## config.mk

```make
export PLATFORM = sky130hd
export DESIGN_NAME = tx_sequencer_1553
export DESIGN_NICKNAME = d
export VERILOG_FILES = /design/src/rtl/tx_sequencer_1553.sv
export SDC_FILE = /design/constraint.sdc
export NUM_CORES = 1
export LEC_CHECK = 0
export CELL_PAD_IN_SITES_DETAIL_PLACEMENT = 0
export CELL_PAD_IN_SITES_GLOBAL_PLACEMENT = 1
export CORE_MARGIN = 10
export CORE_UTILIZATION = 50
export CTS_CLUSTER_SIZE = 28
export DETAILED_ROUTE_END_ITERATION = 8
export HOLD_SLACK_MARGIN = 0.06
export PLACE_DENSITY = 0.87
export SLEW_MARGIN = 0
export SYNTH_ARGS = -nofsm -noshare
export SYNTH_HDL_FRONTEND = slang
export SYNTH_SLANG_ARGS = --single-unit
```

## constraint.sdc

```tcl
create_clock -name enc_clk -period 3.4 [get_ports enc_clk]
set_clock_uncertainty 0.05 [all_clocks]
set_input_delay 0.34 -clock enc_clk [delete_from_list [all_inputs] [get_ports enc_clk]]
set_output_delay 0.34 -clock enc_clk [all_outputs]
set_load 0.03 [all_outputs]
```

## src/rtl/tx_sequencer_1553.sv

```systemverilog
`default_nettype none
// +--------------------------------------------------------------------------+
// | tx_sequencer_1553 : buffers 1553 words and paces them into the encoder.  |
// | Rev 1.0                                                                  |
// +--------------------------------------------------------------------------+
module tx_sequencer_1553 #(
  parameter int DEPTH    = 8,
  parameter int GAP_CLKS = 8
) (
  input  logic                   enc_clk,
  input  logic                   rst_n,
  input  logic                   wr_en,
  input  logic [15:0]            wr_word,
  input  logic                   wr_csw,
  input  logic                   wr_last,
  output logic                   wr_full,
  output logic [$clog2(DEPTH):0] fifo_level,
  input  logic                   seq_en,
  input  logic                   tx_busy,
  output logic [15:0]            tx_dword,
  output logic                   tx_csw,
  output logic                   tx_dw,
  output logic                   seq_active,
  output logic                   msg_done,
  output logic                   underrun,
  output logic                   ovf_err,
  output logic                   enc_err
);
  localparam int          AW       = $clog2(DEPTH);
  localparam logic [7:0]  GAP_LOAD = 8'(GAP_CLKS - 1);
  localparam logic [AW:0] LVL_FULL = (AW + 1)'(DEPTH);

  typedef enum logic [2:0] {
    S_IDLE       = 3'd0,
    S_ISSUE      = 3'd1,
    S_WAIT_START = 3'd2,
    S_WAIT_END   = 3'd3,
    S_GAP        = 3'd4
  } state_e;

  logic [17:0]   mem_q [DEPTH];
  logic [AW-1:0] wr_ptr_q, rd_ptr_q;
  logic [AW:0]   level_q;
  logic          ovf_q;
  state_e        state_q, state_d;
  logic [1:0]    wcnt_q, wcnt_d;
  logic [7:0]    gap_q, gap_d;
  logic          last_q, last_d;
  logic          discard_q, discard_d;
  logic [15:0]   tx_dword_q, tx_dword_d;
  logic          tx_csw_q, tx_csw_d;
  logic          tx_dw_q, tx_dw_d;
  logic          msg_done_q, msg_done_d;
  logic          underrun_q, underrun_d;
  logic          enc_err_q, enc_err_d;
  logic          push, pop, empty;
  logic [17:0]   head;

  assign wr_full    = (level_q == LVL_FULL);
  assign empty      = (level_q == '0);
  assign push       = wr_en & ~wr_full;
  assign head       = mem_q[rd_ptr_q];
  assign fifo_level = level_q;

  // Entry layout: {last, csw, word}
  always_ff @(posedge enc_clk) begin
    if (push) mem_q[wr_ptr_q] <= {wr_last, wr_csw, wr_word};
  end

  always_ff @(posedge enc_clk or negedge rst_n) begin
    if (!rst_n) begin
      wr_ptr_q <= '0;
      rd_ptr_q <= '0;
      level_q  <= '0;
      ovf_q    <= 1'b0;
    end else begin
      ovf_q <= wr_en & wr_full;
      if (push) wr_ptr_q <= wr_ptr_q + AW'(1);
      if (pop)  rd_ptr_q <= rd_ptr_q + AW'(1);
      if (push && !pop)      level_q <= level_q + (AW + 1)'(1);
      else if (pop && !push) level_q <= level_q - (AW + 1)'(1);
    end
  end

  always_comb begin
    state_d    = state_q;
    pop        = 1'b0;
    wcnt_d     = wcnt_q;
    gap_d      = gap_q;
    last_d     = last_q;
    discard_d  = discard_q;
    tx_dword_d = tx_dword_q;
    tx_csw_d   = 1'b0;
    tx_dw_d    = 1'b0;
    msg_done_d = 1'b0;
    underrun_d = 1'b0;
    enc_err_d  = 1'b0;

    // Flush the tail of a message whose word the encoder never accepted.
    if (discard_q && !empty) begin
      pop = 1'b1;
      if (head[17]) discard_d = 1'b0;
    end

    unique case (state_q)
      S_IDLE: begin
        if (seq_en && !empty && !discard_q) state_d = S_ISSUE;
      end
      S_ISSUE: begin
        pop        = 1'b1;
        tx_dword_d = head[15:0];
        tx_csw_d   = head[16];
        tx_dw_d    = ~head[16];
        last_d     = head[17];
        wcnt_d     = 2'd0;
        state_d    = S_WAIT_START;
      end
      S_WAIT_START: begin
        if (tx_busy) begin
          state_d = S_WAIT_END;
        end else if (wcnt_q == 2'd3) begin
          enc_err_d = 1'b1;
          discard_d = ~last_q;
          gap_d     = GAP_LOAD;
          state_d   = S_GAP;
        end else begin
          wcnt_d = wcnt_q + 2'd1;
        end
      end
      S_WAIT_END: begin
        if (!tx_busy) begin
          if (last_q) begin
            msg_done_d = 1'b1;
            gap_d      = GAP_LOAD;
            state_d    = S_GAP;
          end else if (!empty) begin
            state_d = S_ISSUE;
          end else begin
            underrun_d = 1'b1;
            gap_d      = GAP_LOAD;
            state_d    = S_GAP;
          end
        end
      end
      S_GAP: begin
        if (gap_q == 8'd0) state_d = S_IDLE;
        else               gap_d   = gap_q - 8'd1;
      end
      default: state_d = S_IDLE;
    endcase
  end

  always_ff @(posedge enc_clk or negedge rst_n) begin
    if (!rst_n) begin
      state_q    <= S_IDLE;
      wcnt_q     <= 2'd0;
      gap_q      <= 8'd0;
      last_q     <= 1'b0;
      discard_q  <= 1'b0;
      tx_dword_q <= 16'h0000;
      tx_csw_q   <= 1'b0;
      tx_dw_q    <= 1'b0;
      msg_done_q <= 1'b0;
      underrun_q <= 1'b0;
      enc_err_q  <= 1'b0;
    end else begin
      state_q    <= state_d;
      wcnt_q     <= wcnt_d;
      gap_q      <= gap_d;
      last_q     <= last_d;
      discard_q  <= discard_d;
      tx_dword_q <= tx_dword_d;
      tx_csw_q   <= tx_csw_d;
      tx_dw_q    <= tx_dw_d;
      msg_done_q <= msg_done_d;
      underrun_q <= underrun_d;
      enc_err_q  <= enc_err_d;
    end
  end

  assign tx_dword   = tx_dword_q;
  assign tx_csw     = tx_csw_q;
  assign tx_dw      = tx_dw_q;
  assign seq_active = (state_q != S_IDLE);
  assign msg_done   = msg_done_q;
  assign underrun   = underrun_q;
  assign ovf_err    = ovf_q;
  assign enc_err    = enc_err_q;

endmodule
`default_nettype wire
```

==> flow_summary.ini <==
[outcome]
outcome = finished clean

[clock_network]
cts-root-to-sink-buffers = 2
cts.repair.resized = 0
clock-sinks = 191
root_buffer = sky130_fd_sc_hd__clkbuf_16
cts_buffers = 17
cts_max_level = 4
tritoncts = done
clock_transition_time_at_the_flip_flop_clock_pins_of_the_worst_setup_and_hold_paths_ps = 60
clock_latency_ps = 420

[timing]
clock.fmax_ghz = 0.3521
fin_crit_sh_pct = 83.53
timing.max_slew.rel_slack_pct = 34.67
setup_violations = 0
pin_slew_with_the_least_headroom_to_its_limit_ps = 979.9
timing.setup.tns_ps = 0
unrepaired_setup_endpoints_after_global_routing = no
final_max_slew_viols = 0
hold_viol = 0
layout_min_cycle_time_ps = 2840

[die]
dieWidth_um = 143.1
start_util_pct = 51.58
die_area_mm2 = 0.02049
design.core.area_mm2 = 0.01470
rows = 44
die_y_um = 143.1
io_pins = 51

[final_layout]
final_layout_size_suffix_gt1_share_pct = 19.96
antenna-diode-count = 0
layout-area-overhead-vs-synth_pct = 18.17
finish.net_count = 520
final-instance-count-excl-fill = 685

[worst_setup_path]
worstRegToRegCells = 11
crit_path_start_kind = flip-flop
required_ps = 3700
crit_path_max_fanout = 7
cpLargestDelayFamily = simple AND/OR/NAND/NOR gates
worst-r2r-setup-slack_ps = 560
cp.arrival_ps = 3140
worst_r2r_startpoint = fifo_level[1]
critical_path.slowest_cell = sky130_fd_sc_hd__dfrtp_1
critical_path.cell_chain = nor3_1 -> and2_1 -> nand2b_1 -> inv_1 -> ha_1 -> inv_1 -> ha_1 -> a21o_1 -> a21oi_1 -> mux2i_1 -> xnor2_1
worst_setup_path_end_kind = flip-flop
max_stage_delay_ps = 470
critical_path.n_buffers_inverters = 2
setup.worst_path.class = flip-flop to flip-flop
worst_r2r_endpoint = fifo_level[3]

[pwr]
ir_worst_vdd_uv = 394.8
power_uw = 5576
power.density_cell_area_mw_per_mm2 = 622.3
static-leakage-power_uw = 0.003140

[grt]
grt_pass1_wl_um = 22500
antenna_found_initial = 0
first_global_vias = 4110
grt_remaining_overflow = 0
grtUsageTotal_pct = 14.41
grt_max_degree = 38

[synth]
yosys.area_share.adder_pct = 1.584
synth_flop_cell = sky130_fd_sc_hd__edfxtp_1
synthesis.area_mm2 = 0.007582
synth_compound_gate_area_share_pct = 4.356
postSynth.asyncResetShare_pct = 24.61
syn_area_per_cell_um2 = 18.05
synth_top_family_by_area = multiplexers
synth-simple-area-share_pct = 5.380
synth.net_count = 452
sequential_share_of_the_synthesized_area_pct = 72.54
syn_inst = 420
muxShareOfSynthArea_pct = 13.80
yosys.area_share.xor_xnor_pct = 0.8086
synth.lib_cells_used.distinct = 46
yosys_register_bits = 191
warnings_from_yosys = 0
synth_enable_flop_cells = 144

[place]
placed_cells = 652
placement.io_buffers = 50
dp_hpwl_um = 8605
gp_routability_congestion = 0.8027

[drt]
route.detailed.drc = 0
routed_wire_length_per_instance_um = 20.61
via_per_inst = 5.759
wl_um = 14120
firstDrtPassIters = 4
drt-initial-drc-count = 311
detailroute.via_count = 3945
ant_nets = 0

[flow_run]
maxCapViolCount = 0

[min_path]
timing.hold.worst.class = input port to async pin
[placed cells by master (no fill, tap or decap), types with 2 or more instances in the layout]
master                            instances
sky130_fd_sc_hd__edfxtp_1               144
sky130_fd_sc_hd__clkdlybuf4s50_1         49
sky130_fd_sc_hd__dfrtp_1                 46
sky130_fd_sc_hd__mux4_2                  36
sky130_fd_sc_hd__nor2_1                  30
sky130_fd_sc_hd__a21oi_1                 21
sky130_fd_sc_hd__mux2i_1                 19
sky130_fd_sc_hd__clkbuf_16               17
sky130_fd_sc_hd__nand2_1                 15
sky130_fd_sc_hd__buf_4                   13
sky130_fd_sc_hd__inv_1                    8
sky130_fd_sc_hd__ha_1                     8
sky130_fd_sc_hd__a31oi_1                  7
sky130_fd_sc_hd__nor3_1                   6
sky130_fd_sc_hd__nand2b_1                 6
sky130_fd_sc_hd__xnor2_1                  5
sky130_fd_sc_hd__clkbuf_1                 5
sky130_fd_sc_hd__a21o_1                   4
sky130_fd_sc_hd__nor3_2                   4
sky130_fd_sc_hd__o211ai_1                 4
sky130_fd_sc_hd__o21ai_0                  4
sky130_fd_sc_hd__mux2_2                   4
sky130_fd_sc_hd__and2_1                   3
sky130_fd_sc_hd__and3_1                   2
sky130_fd_sc_hd__and2b_2                  2
sky130_fd_sc_hd__nand3_1                  2
sky130_fd_sc_hd__nor4_1                   2
sky130_fd_sc_hd__a22o_1                   2
sky130_fd_sc_hd__xor2_1                   2
sky130_fd_sc_hd__clkinvlp_4               2
sky130_fd_sc_hd__clkinv_2                 2
sky130_fd_sc_hd__bufinv_16                2
sky130_fd_sc_hd__clkinv_4                 2
[how the worst max path moves through the flow]
stage / start / to / cells after the start
floorplan: fifo_level[0] / mem_q[4][0] / 6
finish: fifo_level[1] / fifo_level[3] / 11
CTS: fifo_level[1] / fifo_level[3] / 11
global placement: fifo_level[1] / fifo_level[3] / 11
global route: fifo_level[1] / fifo_level[3] / 11
detailed placement: fifo_level[1] / fifo_level[3] / 11
[layer usage]
layer,share of wire [%],track usage [%]
met4,1.0,5.212
met3,6.3,4.444
met1,43,18.47
met2,50,22.73
met5,0,0
[flip-flops by register name (all words and copies together), names as in the netlist]
name / count
mem_q: 144
tx_dword: 16
gap_q: 8
fifo_level: 4
rd_ptr_q: 3
state_q: 3
wr_ptr_q: 3
wcnt_q: 2
discard_q: 1
enc_err: 1
last_q: 1
msg_done: 1
ovf_err: 1
tx_csw: 1
tx_dw: 1
underrun: 1
[cells in the mapped netlist, drive strengths merged (5+ instances only)]
cell / number / share of area [%]
a21oi: 22 / 1.6
a31oi: 8 / 0.74
buf: 12 / 0.92
dfrtp: 47 / 16
edfxtp: 144 / 57
ha: 8 / 1.3
inv: 8 / 0.40
mux2i: 19 / 2.5
mux4: 36 / 11
nand2: 15 / 0.74
nand2b: 6 / 0.50
nor2: 30 / 1.5
nor3: 10 / 0.66
xnor2: 5 / 0.58
[metrics by stage]
step	hold WS (ps)	setup WS (ps)	area (um2)	util, %
2_1_floorplan	-5.591	160.2	7589	-
3_3_place_gp	351.4	649.6	8381	57.01
3_5_place_dp	353.8	552.8	8381	57.01
4_1_cts	437.0	539.0	8960	60.96
5_1_grt	476.2	298.1	8960	60.96
6_report	430.0	559.9	8960	60.96
[power by group]
group          internal [uW]  leakage [uW]  total (uW)  switching (uW)
Combinational            279      0.000948         688             410
Sequential              2820       0.00192        2960             140
Clock                   1100      0.000272        1930             820
Total                   4210       0.00314        5580            1370
[repair_timing]
action	4_1_cts	5_1_grt
setup endpoints to repair	0	0
hold buffers	1	0
endpoints found under the hold margin	26	0
buffers inserted	0	0
[cell type report]
cell class	count	area, um2
fillers	1028	5739
flip-flops and latches	191	5502
multi-input cells	205	2006
repair buffers	65	623.1
clock buffers	23	457.9
well taps	184	230.2
clock inverters	9	111.4
inverters	8	30.03
[cells by family after synthesis]
family,count (synthesis)
and+or+nand+nor,81
muxes,59
AOI/OAI and AO/OA,49
DFF,191
adders and majority gates,9
buffers and inverters,24
xor gates and xnor gates,7
(Power assumes the default switching activity.)
